<file path="config.mk">
export PLATFORM = sky130hd
export DESIGN_NAME = imem_loader
export DESIGN_NICKNAME = d
export VERILOG_FILES = /design/src/rtl/imem_loader.sv
export SDC_FILE = /design/constraint.sdc
export NUM_CORES = 1
export LEC_CHECK = 0
export BUFFER_PORTS_ARGS = -buffer_cell sky130_fd_sc_hd__buf_2
export CORE_MARGIN = 3
export CORE_UTILIZATION = 55
export DETAILED_ROUTE_END_ITERATION = 7
export PLACE_DENSITY_LB_ADDON = 0.1
export SETUP_SLACK_MARGIN = 0.1
export SKIP_CTS_REPAIR_TIMING = 1
export SLEW_MARGIN = 25
export SYNTH_ARGS = -nofsm -noshare
export SYNTH_HDL_FRONTEND = slang
export SYNTH_SLANG_ARGS = --single-unit
</file>
<file path="constraint.sdc">
create_clock -name i_clk_write -period 3.1 [get_ports i_clk_write]
set_clock_uncertainty 0.05 [all_clocks]
set_input_delay 0.465 -clock i_clk_write [delete_from_list [all_inputs] [get_ports i_clk_write]]
set_output_delay 0.465 -clock i_clk_write [all_outputs]
set_load 0.01 [all_outputs]
</file>
<file path="src/rtl/imem_loader.sv">
// Assembles a big-endian byte stream into 32-bit words and writes them to instruction memory until HALT_WORD or full.
// Write strobe one cycle after the 4th byte; no bytes are taken outside RECV. Optional inter-byte timeout: IMEM_LOADER_TIMEOUT_EN.
module imem_loader #(
  parameter int unsigned     SIZE            = 32,
  parameter int unsigned     MAX_INSTRUCTION = 64,
  parameter int unsigned     ADDR_WIDTH      = $clog2(MAX_INSTRUCTION),
  parameter logic [SIZE-1:0] HALT_WORD       = 32'hFC000000,
  parameter int unsigned     TIMEOUT_CYCLES  = 1024
) (
  input  logic                  i_clk_write,
  input  logic                  i_rst,
  input  logic                  i_start,
  input  logic [7:0]            i_rx_data,
  input  logic                  i_rx_valid,
  output logic                  o_rx_ready,
  output logic                  o_inst_write_enable,
  output logic [ADDR_WIDTH-1:0] o_write_addr,
  output logic [SIZE-1:0]       o_write_data,
  output logic                  o_busy,
  output logic                  o_done,
  output logic                  o_truncated,
  output logic                  o_error,
  output logic [ADDR_WIDTH:0]   o_word_count
);

  typedef enum logic [2:0] {
    IDLE  = 3'd0,
    RECV  = 3'd1,
    WRITE = 3'd2,
    DONE  = 3'd3,
    ERR   = 3'd4
  } state_t;

  state_t                state, state_nxt;
  logic [1:0]            byte_cnt;
  logic [SIZE-1:0]       word_q;
  logic [ADDR_WIDTH-1:0] addr_q;
  logic                  rx_fire;
  logic                  last_byte;
  logic                  addr_last;
  logic                  halt_hit;
  logic                  start_ok;
  logic                  tmo_hit;

  assign rx_fire   = (state == RECV) && i_rx_valid;
  assign last_byte = rx_fire && (byte_cnt == 2'd3);
  assign addr_last = (addr_q == ADDR_WIDTH'(MAX_INSTRUCTION - 1));
  assign halt_hit  = (o_write_data == HALT_WORD);
  assign start_ok  = i_start && ((state == IDLE) || (state == DONE) || (state == ERR));

  always_ff @(posedge i_clk_write or posedge i_rst) begin
    if (i_rst) state <= IDLE;
    else       state <= state_nxt;
  end

  always_comb begin
    state_nxt           = state;
    o_rx_ready          = 1'b0;
    o_inst_write_enable = 1'b0;
    o_busy              = 1'b0;
    case (state)
      IDLE, DONE, ERR: begin
        if (i_start) state_nxt = RECV;
      end
      RECV: begin
        o_rx_ready = 1'b1;
        o_busy     = 1'b1;
        if (last_byte)    state_nxt = WRITE;
        else if (tmo_hit) state_nxt = ERR;
      end
      WRITE: begin
        o_inst_write_enable = 1'b1;
        o_busy              = 1'b1;
        if (halt_hit || addr_last) state_nxt = DONE;
        else                       state_nxt = RECV;
      end
      default: state_nxt = IDLE;
    endcase
  end

  // Bytes shift in from the bottom, so after four the first byte sits in the top lane.
  always_ff @(posedge i_clk_write or posedge i_rst) begin
    if (i_rst) begin
      byte_cnt     <= 2'd0;
      word_q       <= '0;
      addr_q       <= '0;
      o_write_addr <= '0;
      o_write_data <= '0;
      o_word_count <= '0;
      o_done       <= 1'b0;
      o_truncated  <= 1'b0;
    end else begin
      if (start_ok) begin
        byte_cnt     <= 2'd0;
        addr_q       <= '0;
        o_word_count <= '0;
        o_done       <= 1'b0;
        o_truncated  <= 1'b0;
      end
      if (rx_fire) begin
        word_q   <= {word_q[SIZE-9:0], i_rx_data};
        byte_cnt <= byte_cnt + 2'd1;
        if (byte_cnt == 2'd3) begin
          o_write_data <= {word_q[SIZE-9:0], i_rx_data};
          o_write_addr <= addr_q;
        end
      end
      if (state == WRITE) begin
        o_word_count <= o_word_count + 1'b1;
        // Saturate at the last slot so a full memory never wraps onto word 0.
        if (!addr_last) addr_q <= addr_q + 1'b1;
        if (halt_hit) begin
          o_done <= 1'b1;
        end else if (addr_last) begin
          o_done      <= 1'b1;
          o_truncated <= 1'b1;
        end
      end
    end
  end

`ifdef IMEM_LOADER_TIMEOUT_EN
  localparam int unsigned TMO_W = (TIMEOUT_CYCLES > 1) ? $clog2(TIMEOUT_CYCLES) : 1;

  logic [TMO_W-1:0] tmo_q;
  logic             err_q;

  // Only a stalled partial word can time out; an idle link between words waits forever.
  assign tmo_hit = (state == RECV) && (byte_cnt != 2'd0) && !rx_fire &&
                   (tmo_q == TMO_W'(TIMEOUT_CYCLES - 1));
  assign o_error = err_q;

  always_ff @(posedge i_clk_write or posedge i_rst) begin
    if (i_rst) begin
      tmo_q <= '0;
      err_q <= 1'b0;
    end else begin
      if ((state != RECV) || rx_fire || (byte_cnt == 2'd0)) tmo_q <= '0;
      else                                                  tmo_q <= tmo_q + 1'b1;
      if (start_ok)     err_q <= 1'b0;
      else if (tmo_hit) err_q <= 1'b1;
    end
  end
`else
  assign tmo_hit = 1'b0;
  // Keeps the timeout parameter referenced so both builds share one parameter list.
  assign o_error = 1'b0 & (TIMEOUT_CYCLES != 0);
`endif

endmodule
</file>
==> summary.md <==
| Metric | Value |
|---|---|
| Drt pass-1 iters | `4` |
| Max-cap viol count | `0` |
| Min-Delay Path Class | `in -> async` |
| Clk slew on worst S/H paths | `0.08 ns` |
| Final setup violation count | `0` |
| Minimum clock period | `2.02 ns` |
| I/O pin cnt | `63` |
| Clock Latency Late Sink | `0.35 ns` |
| Clock buffer depth | `2` |
| Top-area cell type share of the netlist area | `0.605` |
| Final setup margin | `1.08 ns` |
| Total power | `3.66 mW` |
| Worst-case hold slack | `0.120 ns` |
| Starting density of the core | `0.587` |
| Worst Path Max Fanout | `16` |
| CTS Buf Count | `9` |
| Worst Setup Path Type | `reg -> out` |
| Slew Limit Fails | `0` |
| Post-synth top area cell | `dfrtp_1` |
| Pwr/cell area | `935 mW/mm²` |
| Worst path slowest cell | `ha_1` |
| Vias | `2146` |
| Port-buffer cells | `61` |
| Gr ovfl total | `0` |
| Period utilisation layout | `0.652` |
| Root buf cell | `clkbuf_8` |
| Total Wirelength | `6290 µm` |
| Core area | `0.00571 mm²` |
| Register area share after synthesis | `0.605` |
| RSZ-0062 raised after global routing | `false` |
| Number of diodes | `0` |
| Largest stage delay, worst path | `0.47 ns` |
| Setup tns final | `0 ns` |
| Vias in the first global route | `2079` |
| EDFF count, synth | `0` |
| Post-synth top cells | `dfrtp_1, mux2_2, nand2_1` |
| Largest net degree at the start of global routing | `49` |
| DR vias/cell | `5.50` |
| Max H-tree Level | `3` |
| Required @ worst endpoint | `2.58 ns` |
| Max Clk Rate | `495 MHz` |
| DRT iter0 DRCs | `93` |
| GRT Total Usage | `0.192` |
| Syn_area_per_cell | `13.5 µm²` |
| Fillers | `436` |
| Cell Chain, Critical Path | `inv_1 > ha_1 > buf_2` |
| Peak VDD IR | `507 µV` |
| Synth area leaders | `dfrtp_1, mux2_2, o21ai_0, nand2_1, nand3_1` |
| Synth-to-Final Area Change | `16.8%` |
| Post-synth top flop | `dfrtp_1` |
| Max-slew headroom | `0.594` |
| Num rows | `27` |
| Worst EP arrival | `1.51 ns` |
| DIE HEIGHT | `84.1 µm` |
| Ys async rst share | `1.00` |
| Status | `finished clean` |
| Post-synthesis register bit count | `81` |
| Number of routed nets with antenna violations | `0` |
| CTS sink count | `81` |
| Syn Inst Count | `248` |
| DRC Markers | `0` |
| Most common cell in the netlist | `dfrtp_1` |
| Leakage | `1.85 nW` |
| Worst slew pin tran | `0.609 ns` |
| Nets | `330` |
| Buf/Inv on CP | `2` |
| Yosys cell types | `35` |
| Dpl ws | `1.16 ns` |
| Initial antenna violation count | `0` |
| Yosys warning total | `0` |
| CTS tree | `built` |
| First-pass GRT wire length | `10700 µm` |
| DIE AREA | `0.00707 mm²` |
| Layout cell share with drive strength beyond 1 | `0.450` |
| Post-DP HPWL | `4230 µm` |
| Worst Setup End Kind | `output port` |
| Die X-Extent | `84.1 µm` |
| Hold Fails Final Rpt | `0` |
| Post-synthesis net count | `265` |
| Gpl congestion | `0.744` |
| Startpoint Class | `flip-flop` |
| Crit-path leading delay family | `adder cells` |
| Avg WL per Cell | `16.1 µm` |
| Post-Syn Area | `0.00335 mm²` |
==> flip-flops by register name, summed over array words and instances (netlist names) <==
signal	count
byte_cnt	2
o_done	1
o_word_count	7
o_write_data	32
word_q	24
state	2
addr_q	6
o_truncated	1
o_write_addr	6
==> per-layer routing <==
metal  vias up  share of wire  track usage
met3         7          0.038       0.0375
met5         -              0            0
li1       1017              -            -
met1      1081           0.50        0.287
met4         0          0.015       0.0921
met2        41           0.45        0.267
==> cells by family (layout without fill, tap and decap cells) <==
kind of cell	Yosys count	after routing	synth area share
flip-flops	81	81	0.605
multiplexers	61	61	0.205
AND/OR/NAND/NOR	48	48	0.0747
AO/OA/AOI/OAI	31	31	0.0575
buffers and inverters	16	86	0.0254
adder cells (fa/ha/maj)	5	5	0.0187
XOR/XNOR	5	5	0.0131
other	1	1	0.00112
==> cell usage in the layout (no fill, tap or decap), types with 3 or more instances in the layout <==
cell type,n
o21ai_0,14
o21ai_1,4
nand3_1,12
buf_2,61
xnor2_1,4
dfrtp_1,81
ha_1,5
nand4_1,3
clkbuf_8,10
inv_1,5
nor4_1,6
mux2_2,57
nand2_1,18
mux2_1,4
==> where the power goes <==
group | internal (mW) | total (mW) | switching [mW]
clock network | 0.321 | 0.724 | 0.402
registers | 1.49 | 1.82 | 0.328
logic | 0.605 | 1.12 | 0.517
==> cell type report <==
type                            instances  area [µm²]  share of cell area
Sequential cell                        81        2030               0.518
Clock inverter                          6        50.0              0.0128
Clock buffer                           10         138              0.0352
Tap cell                               72        90.1              0.0230
Multi-Input combinational cell        151        1240               0.318
Inverter                                6        23.8             0.00607
Timing Repair Buffer                   64         340              0.0870
==> worst register-to-register path: cells and delay by family (launching register included) <==
family                   cells  cell delay (ns)
adder cells (fa/ha/maj)      1             0.25
multiplexers                 1             0.37
flip-flops                   1             0.40
AND/OR/NAND/NOR              1             0.32
buffers and inverters        2             0.43
==> per-stage QoR <==
stage          area (µm²)  utilization  std cells
6_report             3910        0.686        390
5_1_grt              3910        0.686        390
4_1_cts              3910        0.686        390
2_1_floorplan        3350            -        248
3_3_place_gp         3730        0.653        374
3_5_place_dp         3730        0.653        374
==> worst paths after layout <==
check / cells after the start / slack, ns / from / endpoint
min: 2 / 0.12 / i_rst / o_write_addr[0]$_DFFE_PP0P_
max: 3 / 1.08 / state[0]$_DFFE_PP0P_ / o_inst_write_enable
max in group asynchronous: 3 / 2.24 / i_rst / byte_cnt[1]$_DFFE_PP0P_
max reg2reg: 5 / 1.17 / state[1]$_DFFE_PP0P_ / o_write_data[29]$_DFFE_PP0P_
min reg2reg: 2 / 0.44 / o_write_addr[4]$_DFFE_PP0P_ / o_write_addr[4]$_DFFE_PP0P_
min in group i_clk_write: 2 / 0.31 / i_rx_data[1] / word_q[1]$_DFFE_PP0P_
(Power assumes the default switching activity.)
